**src/rtl/fetch_unit_if.sv**
```systemverilog
// Fetch-stage bundle: instruction-memory handshake, decode-side controls and the ID register outputs.
// The fetch unit uses the master modport; memory and decode sit on the slave side.
interface fetch_unit_if;
  logic        imem_req;
  logic [31:0] imem_addr;
  logic        imem_ready;
  logic [31:0] imem_rdata;
  logic        stall_ID;
  logic        redirect;
  logic [31:0] redirect_pc;
  logic [31:0] instr_ID;
  logic [31:0] pc_ID;
  logic        valid_ID;

  modport master (
    output imem_req, imem_addr, instr_ID, pc_ID, valid_ID,
    input  imem_ready, imem_rdata, stall_ID, redirect, redirect_pc
  );

  modport slave (
    input  imem_req, imem_addr, instr_ID, pc_ID, valid_ID,
    output imem_ready, imem_rdata, stall_ID, redirect, redirect_pc
  );
endinterface

```
**src/rtl/fetch_unit.sv**
```systemverilog
// Instruction fetch stage: owns the PC, issues memory requests, applies redirects and stalls,
// and keeps a one-entry skid buffer so an accepted word is never lost while decode is stalled.
module fetch_unit #(
  parameter logic [31:0] RESET_PC  = 32'h0000_0000,
  parameter logic [31:0] NOP_INSTR = 32'h0000_0013
) (
  input logic          clk,
  input logic          rst,
  fetch_unit_if.master bus
);

  typedef enum logic [1:0] {StIdle, StFetch, StDrop, StHold} state_e;

  state_e      state_q, state_d;
  logic [31:0] pc_q, pc_d;
  logic [31:0] addr_q, addr_d;
  logic [31:0] pend_pc_q, pend_pc_d;
  logic [31:0] buf_instr_q, buf_instr_d;
  logic [31:0] buf_pc_q, buf_pc_d;
  logic [31:0] instr_q, instr_d;
  logic [31:0] pc_id_q, pc_id_d;
  logic        valid_q, valid_d;

  logic        deliver;
  logic [31:0] deliver_instr;
  logic [31:0] deliver_pc;
  logic [31:0] redirect_tgt;

  assign redirect_tgt = {bus.redirect_pc[31:2], 2'b00};

  // Request is a pure function of state so an asynchronous reset abandons it immediately.
  assign bus.imem_req  = (state_q == StFetch) || (state_q == StDrop);
  assign bus.imem_addr = addr_q;
  assign bus.instr_ID  = instr_q;
  assign bus.pc_ID     = pc_id_q;
  assign bus.valid_ID  = valid_q;

  always_comb begin
    state_d       = state_q;
    pc_d          = pc_q;
    addr_d        = addr_q;
    pend_pc_d     = pend_pc_q;
    buf_instr_d   = buf_instr_q;
    buf_pc_d      = buf_pc_q;
    deliver       = 1'b0;
    deliver_instr = bus.imem_rdata;
    deliver_pc    = addr_q;

    unique case (state_q)
      StIdle: begin
        addr_d  = pc_q;
        state_d = StFetch;
      end
      StFetch: begin
        if (bus.redirect) begin
          if (bus.imem_ready) begin
            pc_d   = redirect_tgt;
            addr_d = redirect_tgt;
          end else begin
            // Address must stay stable until memory accepts, so park the target.
            pend_pc_d = redirect_tgt;
            state_d   = StDrop;
          end
        end else if (bus.imem_ready) begin
          if (bus.stall_ID) begin
            buf_instr_d = bus.imem_rdata;
            buf_pc_d    = addr_q;
            state_d     = StHold;
          end else begin
            deliver = 1'b1;
            pc_d    = addr_q + 32'd4;
            addr_d  = addr_q + 32'd4;
          end
        end
      end
      StDrop: begin
        if (bus.redirect) begin
          pend_pc_d = redirect_tgt;
        end
        if (bus.imem_ready) begin
          pc_d    = pend_pc_d;
          addr_d  = pend_pc_d;
          state_d = StFetch;
        end
      end
      StHold: begin
        if (bus.redirect) begin
          pc_d    = redirect_tgt;
          addr_d  = redirect_tgt;
          state_d = StFetch;
        end else if (!bus.stall_ID) begin
          deliver       = 1'b1;
          deliver_instr = buf_instr_q;
          deliver_pc    = buf_pc_q;
          pc_d          = buf_pc_q + 32'd4;
          addr_d        = buf_pc_q + 32'd4;
          state_d       = StFetch;
        end
      end
      default: state_d = StIdle;
    endcase
  end

  // ID register: redirect flush beats stall hold beats delivery beats bubble.
  always_comb begin
    instr_d = instr_q;
    pc_id_d = pc_id_q;
    valid_d = valid_q;
    if (bus.redirect) begin
      instr_d = NOP_INSTR;
      valid_d = 1'b0;
    end else if (bus.stall_ID) begin
      instr_d = instr_q;
    end else if (deliver) begin
      instr_d = deliver_instr;
      pc_id_d = deliver_pc;
      valid_d = 1'b1;
    end else begin
      instr_d = NOP_INSTR;
      valid_d = 1'b0;
    end
  end

  always_ff @(posedge clk or posedge rst) begin
    if (rst) begin
      state_q     <= StIdle;
      pc_q        <= RESET_PC;
      addr_q      <= RESET_PC;
      pend_pc_q   <= RESET_PC;
      buf_instr_q <= NOP_INSTR;
      buf_pc_q    <= RESET_PC;
      instr_q     <= NOP_INSTR;
      pc_id_q     <= 32'h0;
      valid_q     <= 1'b0;
    end else begin
      state_q     <= state_d;
      pc_q        <= pc_d;
      addr_q      <= addr_d;
      pend_pc_q   <= pend_pc_d;
      buf_instr_q <= buf_instr_d;
      buf_pc_q    <= buf_pc_d;
      instr_q     <= instr_d;
      pc_id_q     <= pc_id_d;
      valid_q     <= valid_d;
    end
  end

endmodule

```
**src/flat_wrapper.sv**
```systemverilog
// flat-port wrapper written by rule: the top's interface ports become plain ports
module fetch_unit_flat 
#(
  parameter logic [31:0] RESET_PC  = 32'h0000_0000,
  parameter logic [31:0] NOP_INSTR = 32'h0000_0013
)
  (clk, rst, bus_imem_req, bus_imem_addr, bus_instr_ID, bus_pc_ID, bus_valid_ID, bus_imem_ready, bus_imem_rdata, bus_stall_ID, bus_redirect, bus_redirect_pc);
  fetch_unit_if bus_i ();
  input logic clk;
  input logic rst;
  output wire logic [$bits(bus_i.imem_req)-1:0] bus_imem_req;
  output wire logic [$bits(bus_i.imem_addr)-1:0] bus_imem_addr;
  output wire logic [$bits(bus_i.instr_ID)-1:0] bus_instr_ID;
  output wire logic [$bits(bus_i.pc_ID)-1:0] bus_pc_ID;
  output wire logic [$bits(bus_i.valid_ID)-1:0] bus_valid_ID;
  input wire logic [$bits(bus_i.imem_ready)-1:0] bus_imem_ready;
  input wire logic [$bits(bus_i.imem_rdata)-1:0] bus_imem_rdata;
  input wire logic [$bits(bus_i.stall_ID)-1:0] bus_stall_ID;
  input wire logic [$bits(bus_i.redirect)-1:0] bus_redirect;
  input wire logic [$bits(bus_i.redirect_pc)-1:0] bus_redirect_pc;
  assign bus_imem_req = bus_i.imem_req;
  assign bus_imem_addr = bus_i.imem_addr;
  assign bus_instr_ID = bus_i.instr_ID;
  assign bus_pc_ID = bus_i.pc_ID;
  assign bus_valid_ID = bus_i.valid_ID;
  assign bus_i.imem_ready = bus_imem_ready;
  assign bus_i.imem_rdata = bus_imem_rdata;
  assign bus_i.stall_ID = bus_stall_ID;
  assign bus_i.redirect = bus_redirect;
  assign bus_i.redirect_pc = bus_redirect_pc;
  fetch_unit #(.RESET_PC(RESET_PC), .NOP_INSTR(NOP_INSTR)) u_core (.clk(clk), .rst(rst), .bus(bus_i));
endmodule
```
**config.mk**
```make
export PLATFORM = sky130hd
export DESIGN_NAME = fetch_unit_flat
export DESIGN_NICKNAME = d
export VERILOG_FILES = /design/src/rtl/fetch_unit_if.sv /design/src/rtl/fetch_unit.sv /design/src/flat_wrapper.sv
export SDC_FILE = /design/constraint.sdc
export NUM_CORES = 1
export LEC_CHECK = 0
export ABC_AREA = 1
export BUFFER_PORTS_ARGS = -buffer_cell sky130_fd_sc_hd__buf_2
export CORE_UTILIZATION = 58
export CTS_CLUSTER_SIZE = 24
export DETAILED_ROUTE_END_ITERATION = 8
export PLACE_DENSITY = 0.84
export RECOVER_POWER = 25
export SYNTH_ARGS = -nofsm -noshare
export SYNTH_HDL_FRONTEND = slang
export SYNTH_SLANG_ARGS = --single-unit
export TNS_END_PERCENT = 20
```
**constraint.sdc**
```tcl
create_clock -name clk -period 9.3 [get_ports clk]
set_input_delay 0.465 -clock clk [delete_from_list [all_inputs] [get_ports clk]]
set_output_delay 0.465 -clock clk [all_outputs]
set_load 0.1 [all_outputs]
```
==> results.yml, run 1 <==
sta:
  period_share: 0.450
  tightest_slew_ns: 3.82
  slew_headroom: -1.56
  fmax_ghz: 0.239
  slew_violations: 86
  rsz0062_at_grt: "false"
  tns_ns: 0
  hold_viol: 0
  fin_crit_ns: 4.18
  finalSetupViolCount: 0
  clock_skew_ns: 0.0160
final_layout:
  multi_input_area_mm2: 0.00578
  n_antenna_cell: 0
  fin_nets: 1916
  drive_gt1_frac: 0.146
  design_area_mm2: 0.0141
  area_delta_synth_final_pct: 13.9
  final_core_util: 0.673
  regArea_mm2: 0.00569
  nFillCells: 1787
yosys:
  yosys-top-cells-area: "dfrtp_1, nand2_1, o21ai_0"
  synth_top_cell_by_area: "dfrtp_1"
  syn_area_mm2: 0.0124
  synth.avg_cell_area_um2: 7.17
  async_flop_share: 1.00
  ys.flop_type: "dfrtp_1"
  synth-edff-count: 0
  synthTopCellsByCount: "nand2_1, dfrtp_1, o21ai_0, nor2_1, inv_1"
  yosysUniqueCellTypes: 48
  yosys_warnings: 0
  syn_inst: 1727
  synth_nets: 1802
  synth_top_area_share: 0.447
  yosysSeqAreaShare: 0.460
  yosys_register_bits: 227
  synth.most_common_cell: "nand2_1"
critical_path:
  cpMostUsedCell: "inv_2"
  crit_fanout: 53
  start_kind: "input pin"
  cp.arrival_ns: 4.56
  end_kind: "flop"
  crit_slowest_cell: "nor2_4"
  cp.required_ns: 9.68
  rrSetupSlack_ns: 5.49
  critPathKind: "in2reg"
  path_cells: "buf_2 > buf_4 > inv_4 > nand2_4 > inv_2 > o21ai_2 > nand2_2 > nor2_4 > inv_2 > a211oi_1 > a22oi_1"
  critPathTopFamily: "buffers and inverters"
  max_stage_delay_ns: 0.77
  crit_buf_inv: 5
global_route:
  antenna_found_initial: 0
  grt_pass1_vias: 11200
  overflow: 0
  grt_use_total: 0.345
  grt_pass1_wl_um: 59900
  grt_max_degree: 96
clock_network:
  postCtsSetupRepairBufs: 0
  h-tree-depth: 1
  ctsHoldBuffers: 0
  cts_root_buf: "clkbuf_16"
  cts_sinks: 227
  cts_buffers: 25
  clk_path_buf_depth: 3
  clk_pin_slew_ns: 0.06
  cts_tree: "built"
  clock_latency_ns: 0.54
  cts_resized: 0
power_and_ir_drop:
  p_leak_uw: 0.00709
  power_uw: 6080
  sw_frac_of_total: 0.547
  seq_power_share: 0.304
  pwr-share-comb: 0.525
  powerDensity_mw_per_mm2: 431
  cellInternalPower_uw: 2750
  peakVddDrop_mv: 0.211
  switching_power_uw: 3330
  pwr-share-clk: 0.172
floorplan:
  ios: 167
  die_w_um: 148
  die-area_mm2: 0.0219
  die_h_um: 148
  rows: 53
  start_util: 0.591
  core_area_mm2: 0.0210
placed_design:
  postPlaceCellArea_mm2: 0.0132
  io_buffers: 164
  gp_congestion: 0.933
  hpwlAfterDp_um: 25600
detailed_routing:
  postRouteAntennaNets: 0
  dr.pass1.iters: 8
  drtIter0Drc: 1324
  viasPerCell: 5.75
  wl_per_cell_um: 17.6
  vias: 12300
  drc: 1
  finalWirelength_um: 37600
job:
  drv_cap: 1
outcome:
  status: "finished with violations"
  violations: "design-rule violations, max-capacitance violations, max-slew violations"
worst_hold_path:
  hold_class: "in2reg"
[tightest hold or removal path, delay by kind of cell]
family	cells	cell delay (ns)
buffers and inverters	1	0.09
AND/OR/NAND/NOR	2	0.09
[power by group through the flow]
stage          logic, uW  registers, uW  clock network, uW
6_report            3190           1850               1040
4_1_cts             3170           1820               1050
2_1_floorplan       1410           2880                  0
3_5_place_dp        3150           1840                  0
5_1_grt             3430           1890               1090
3_3_place_gp        3070           1820                  0
[cell type report]
class,instances,share of cell area
clock buffers,40,0.0533
clock inverters,5,0.00737
inverters,140,0.0375
multi-input cells,1272,0.410
flip-flops and latches,227,0.403
well taps,275,0.0244
repair buffers,175,0.0640
[flip-flops by register name, indices dropped and copies added, names as in the netlist]
| register | flops |
|---|---|
| u_core.buf_instr_q | 32 |
| u_core.buf_pc_q | 32 |
| u_core.bus.imem_addr | 32 |
| u_core.bus.instr_ID | 32 |
| u_core.bus.pc_ID | 32 |
| u_core.bus.valid_ID | 1 |
| u_core.pc_q | 32 |
| u_core.pend_pc_q | 32 |
| u_core.state_q | 2 |
[layer usage]
metal / wire (um) / vias to the layer above / GRT usage / part of all wire
met2: 16100 / 655 / 0.507 / 0.43
met5: 0 / - / 0 / 0
met1: 16000 / 5756 / 0.512 / 0.43
li1: - / 5801 / - / -
met3: 4660 / 65 / 0.0782 / 0.12
met4: 807 / 0 / 0.0928 / 0.021
[placed cells by master (no fill, tap or decap), types with 3 or more instances in the layout]
master     Yosys  layout
nand4_1       12      12
a21boi_1       4       4
buf_4          3      11
a22oi_1        7       7
inv_1        131     129
o21ai_1       12      12
clkbuf_16      0      25
nand3_1       59      59
ha_1           6       5
nor2_1       150     150
nand2_1      630     629
clkbuf_8       0       7
dfrtp_1      221     221
o22ai_1        3       3
o221ai_1       3       3
inv_2          8       9
nor2_2        14      14
buf_2         32     163
bufinv_16      0       3
nand2_2        3       3
a2bb2oi_1      3       3
clkbuf_1      50       9
nor3_1         8       8
a21oi_1       76      76
o21ai_0      177     177
a31oi_1       52      52
dfstp_2        6       6
xor2_1         9       9
o211ai_1       4       4
mux2_2         7       7
or2_2         10      10
[logic make-up after synthesis]
family | Yosys count | synth area share
flip-flops | 227 | 0.460
AO/OA/AOI/OAI | 354 | 0.157
buffers and inverters | 228 | 0.0742
multiplexers | 7 | 0.00637
adder cells (fa/ha/maj) | 6 | 0.00607
AND/OR/NAND/NOR | 896 | 0.290
XOR/XNOR | 9 | 0.00637
[path summary, 6_finish.rpt]
path,start,end,cells past startpoint
max,bus_redirect,u_core.pc_q[5]$_DFFE_PP0P_,11
min,bus_redirect_pc[12],u_core.pend_pc_q[12]$_DFFE_PP0P_,3
max reg2reg,u_core.state_q[0]$_DFFE_PP0P_,u_core.pc_q[5]$_DFFE_PP0P_,10
min reg2reg,u_core.bus.instr_ID[31]$_DFFE_PP0N_,u_core.bus.instr_ID[31]$_DFFE_PP0N_,2
max in group asynchronous,rst,u_core.pend_pc_q[14]$_DFFE_PP0P_,3
min in group asynchronous,rst,u_core.buf_instr_q[5]$_DFFE_PP0P_,2
[metrics by stage]
| stage | hold WS, ns | instances | worst slack [ns] |
|---|---|---|---|
| 2_1_floorplan | 0.448 | 1727 | 2.63 |
| 3_3_place_gp | 0.459 | 2089 | 4.80 |
| 3_5_place_dp | 0.465 | 2089 | 4.72 |
| 4_1_cts | 0.0453 | 2134 | 5.27 |
| 5_1_grt | 0.150 | 2134 | 4.96 |
| 6_report | 0.139 | 2134 | 5.12 |
No activity file was read; power rests on OpenSTA's default activity.
==> run 2: changes to the inputs <==
==> constraint.sdc (replaced) <==
create_clock -name clk -period 4.05 [get_ports clk]
set_input_delay 0.2025 -clock clk [delete_from_list [all_inputs] [get_ports clk]]
set_output_delay 0.2025 -clock clk [all_outputs]
set_load 0.1 [all_outputs]
==> run 2 against run 1 <==
Net effect: the flow still finishes with violations (design-rule violations, max-capacitance violations, max-slew violations); worst setup slack got worse by 4.1 ns; design area increased by 4.4%; routed wire length increased by 2.3%; combinational power increased by 130%; sequential power increased by 130%; first-iteration DRC count increased by 1.9%; utilization increased by 3.0 points; clock power increased by 130%; highest routed layer unchanged.
==> results.yml, run 2 (synthesis gave the netlist of run 1 again) <==
critical_path:
  cp.required_ns: 4.42
  timing.rr.end: "u_core.pc_q[5]$_DFFE_PP0P_"
  critPathKind: "reg2reg"
  worstRegToRegCells: 10
  path_cells: "inv_1 > ha_1 > inv_2 > o22ai_2 > inv_2 > nand2_2 > nor2_4 > inv_2 > a211oi_1 > a22oi_1"
  cp.arrival_ns: 3.43
  crit_fanout: 43
  cpMostUsedCell: "inv_2"
  max_stage_delay_ns: 0.51
  crit_slowest_cell: "nor2_4"
  rr_startpoint: "u_core.state_q[0]$_DFFE_PP0P_"
  start_kind: "flop"
  rrSetupSlack_ns: 0.99
  end_kind: "flop"
sta:
  fin_crit_ns: 3.06
  fmax_ghz: 0.327
  rsz0062_at_grt: "false"
  slew_violations: 41
  slew_headroom: -0.468
  clock_skew_ns: 0.00869
  tightest_slew_ns: 2.20
  finalSetupViolCount: 0
  period_share: 0.755
  tns_ns: 0
  hold_viol: 0
power_and_ir_drop:
  seq_power_share: 0.302
  p_leak_uw: 0.00735
  sw_frac_of_total: 0.551
  pwr-share-comb: 0.529
  peakVddDrop_mv: 0.678
  powerDensity_mw_per_mm2: 952
  pwr-share-clk: 0.169
  switching_power_uw: 7720
  cellInternalPower_uw: 6300
clock_network:
  clk_path_buf_depth: 3
  cts_resized: 0
  clock_latency_ns: 0.53
  cts_buffers: 25
  cts_sinks: 227
  cts_root_buf: "clkbuf_16"
  clk_pin_slew_ns: 0.06
  cts_tree: "built"
  h-tree-depth: 1
outcome:
  status: "finished with violations"
  violations: "design-rule violations, max-capacitance violations, max-slew violations"
final_layout:
  nFillCells: 1707
  area_delta_synth_final_pct: 18.9
  fin_nets: 1978
  final_cell_mix: "nand2_1, dfrtp_1, o21ai_0"
  n_antenna_cell: 0
  design_area_mm2: 0.0147
  final_common_cell: "nand2_1"
  drive_gt1_frac: 0.147
detailed_routing:
  vias: 12600
  drc: 1
  wl_per_cell_um: 17.5
  dr.pass1.iters: 8
  drtIter0Drc: 1349
  viasPerCell: 5.72
  postRouteAntennaNets: 0
  finalWirelength_um: 38400
global_route:
  grt_pass1_vias: 11500
  antenna_found_initial: 0
  grt_use_total: 0.352
  grt_pass1_wl_um: 60700
  grt_max_degree: 135
  overflow: 0
worst_hold_path:
  hold_path_startpoint: "bus_imem_rdata[12]"
  hold_class: "in2reg"
  hold_depth: 3
  hold_end: "u_core.buf_instr_q[12]$_DFFE_PP0P_"
floorplan:
  die-area_mm2: 0.0219
  start_util: 0.591
  die_w_um: 148
  rows: 53
  die_h_um: 148
  core_area_mm2: 0.0210
  ios: 167
placed_design:
  gp_congestion: 0.960
  hpwlAfterDp_um: 25200
  io_buffers: 164
  postPlaceCellArea_mm2: 0.0133
job:
  drv_cap: 1
run 2: changes by cell type in the layout (fill, tap and decap cells not counted), sizes merged:
cell,before,now
buf,174,177
clkbuf,41,29
clkinv,1,11
clkinvlp,1,4
dlygate4sd3,0,59
inv,140,139
run 2: repair_timing:
action | CTS | global route
endpoints found under the hold margin | 104 | 0
buffers inserted | 0 | 0
hold buffers | 59 | 0
run 2: metrics by stage:
stage | std cells | hold WS (ns) | setup slack, ns | power [uW] | utilization
after floorplan | 1727 | 0.312 | 0.886 | 9860 | -
after global placement | 2092 | 0.116 | 1.14 | 11200 | 0.634
after detailed placement | 2092 | 0.119 | 1.08 | 11400 | 0.634
after CTS | 2196 | 0.00676 | 1.09 | 13900 | 0.703
after global routing | 2196 | 0.0342 | 0.790 | 14800 | 0.702
final | 2196 | 0.0157 | 0.990 | 14000 | 0.702
run 2: power groups by stage:
stage / Sequential [uW] / Clock, uW / Combinational, uW
floorplan: 6620 / 0 / 3240
global placement: 4160 / 0 / 7060
detailed placement: 4210 / 0 / 7200
CTS: 4180 / 2380 / 7300
global route: 4330 / 2480 / 7950
finish: 4240 / 2370 / 7410
run 2: metal layers:
metal	routed length, um	global-route usage	share of wire
met1	15900	0.499	0.41
met2	17300	0.552	0.45
met3	4540	0.0819	0.12
met4	627	0.0758	0.016
met5	0	0	0
run 2: worst max-delay path: cells and delay by family (launching register included):
kind | cells | cell delay [ns]
adders and majority gates | 1 | 0.29
DFF | 1 | 0.38
and+or+nand+nor | 2 | 0.57
buffers and inverters | 4 | 0.99
AOI/OAI and AO/OA | 3 | 0.67
run 2: cell type report:
class | count | area [um^2] | share of cell area
inverter | 140 | 529 | 0.0360
multi-input combinational | 1272 | 5780 | 0.393
sequential | 227 | 5690 | 0.386
clock inverter | 17 | 186 | 0.0127
timing repair buffer | 237 | 1530 | 0.104
clock buffer | 28 | 667 | 0.0453
tap | 275 | 344 | 0.0234
run 2: how the worst max path moves through the flow:
stage / from / to / depth (start not counted)
finish: u_core.state_q[0]$_DFFE_PP0P_ / u_core.pc_q[5]$_DFFE_PP0P_ / 10
global route: u_core.state_q[0]$_DFFE_PP0P_ / u_core.pc_q[5]$_DFFE_PP0P_ / 10
CTS: u_core.state_q[0]$_DFFE_PP0P_ / u_core.pc_q[5]$_DFFE_PP0P_ / 10
detailed placement: bus_redirect / u_core.pc_q[5]$_DFFE_PP0P_ / 10
global placement: bus_redirect / u_core.pc_q[5]$_DFFE_PP0P_ / 10
floorplan: rst / u_core.buf_instr_q[10]$_DFFE_PP0P_ / 1
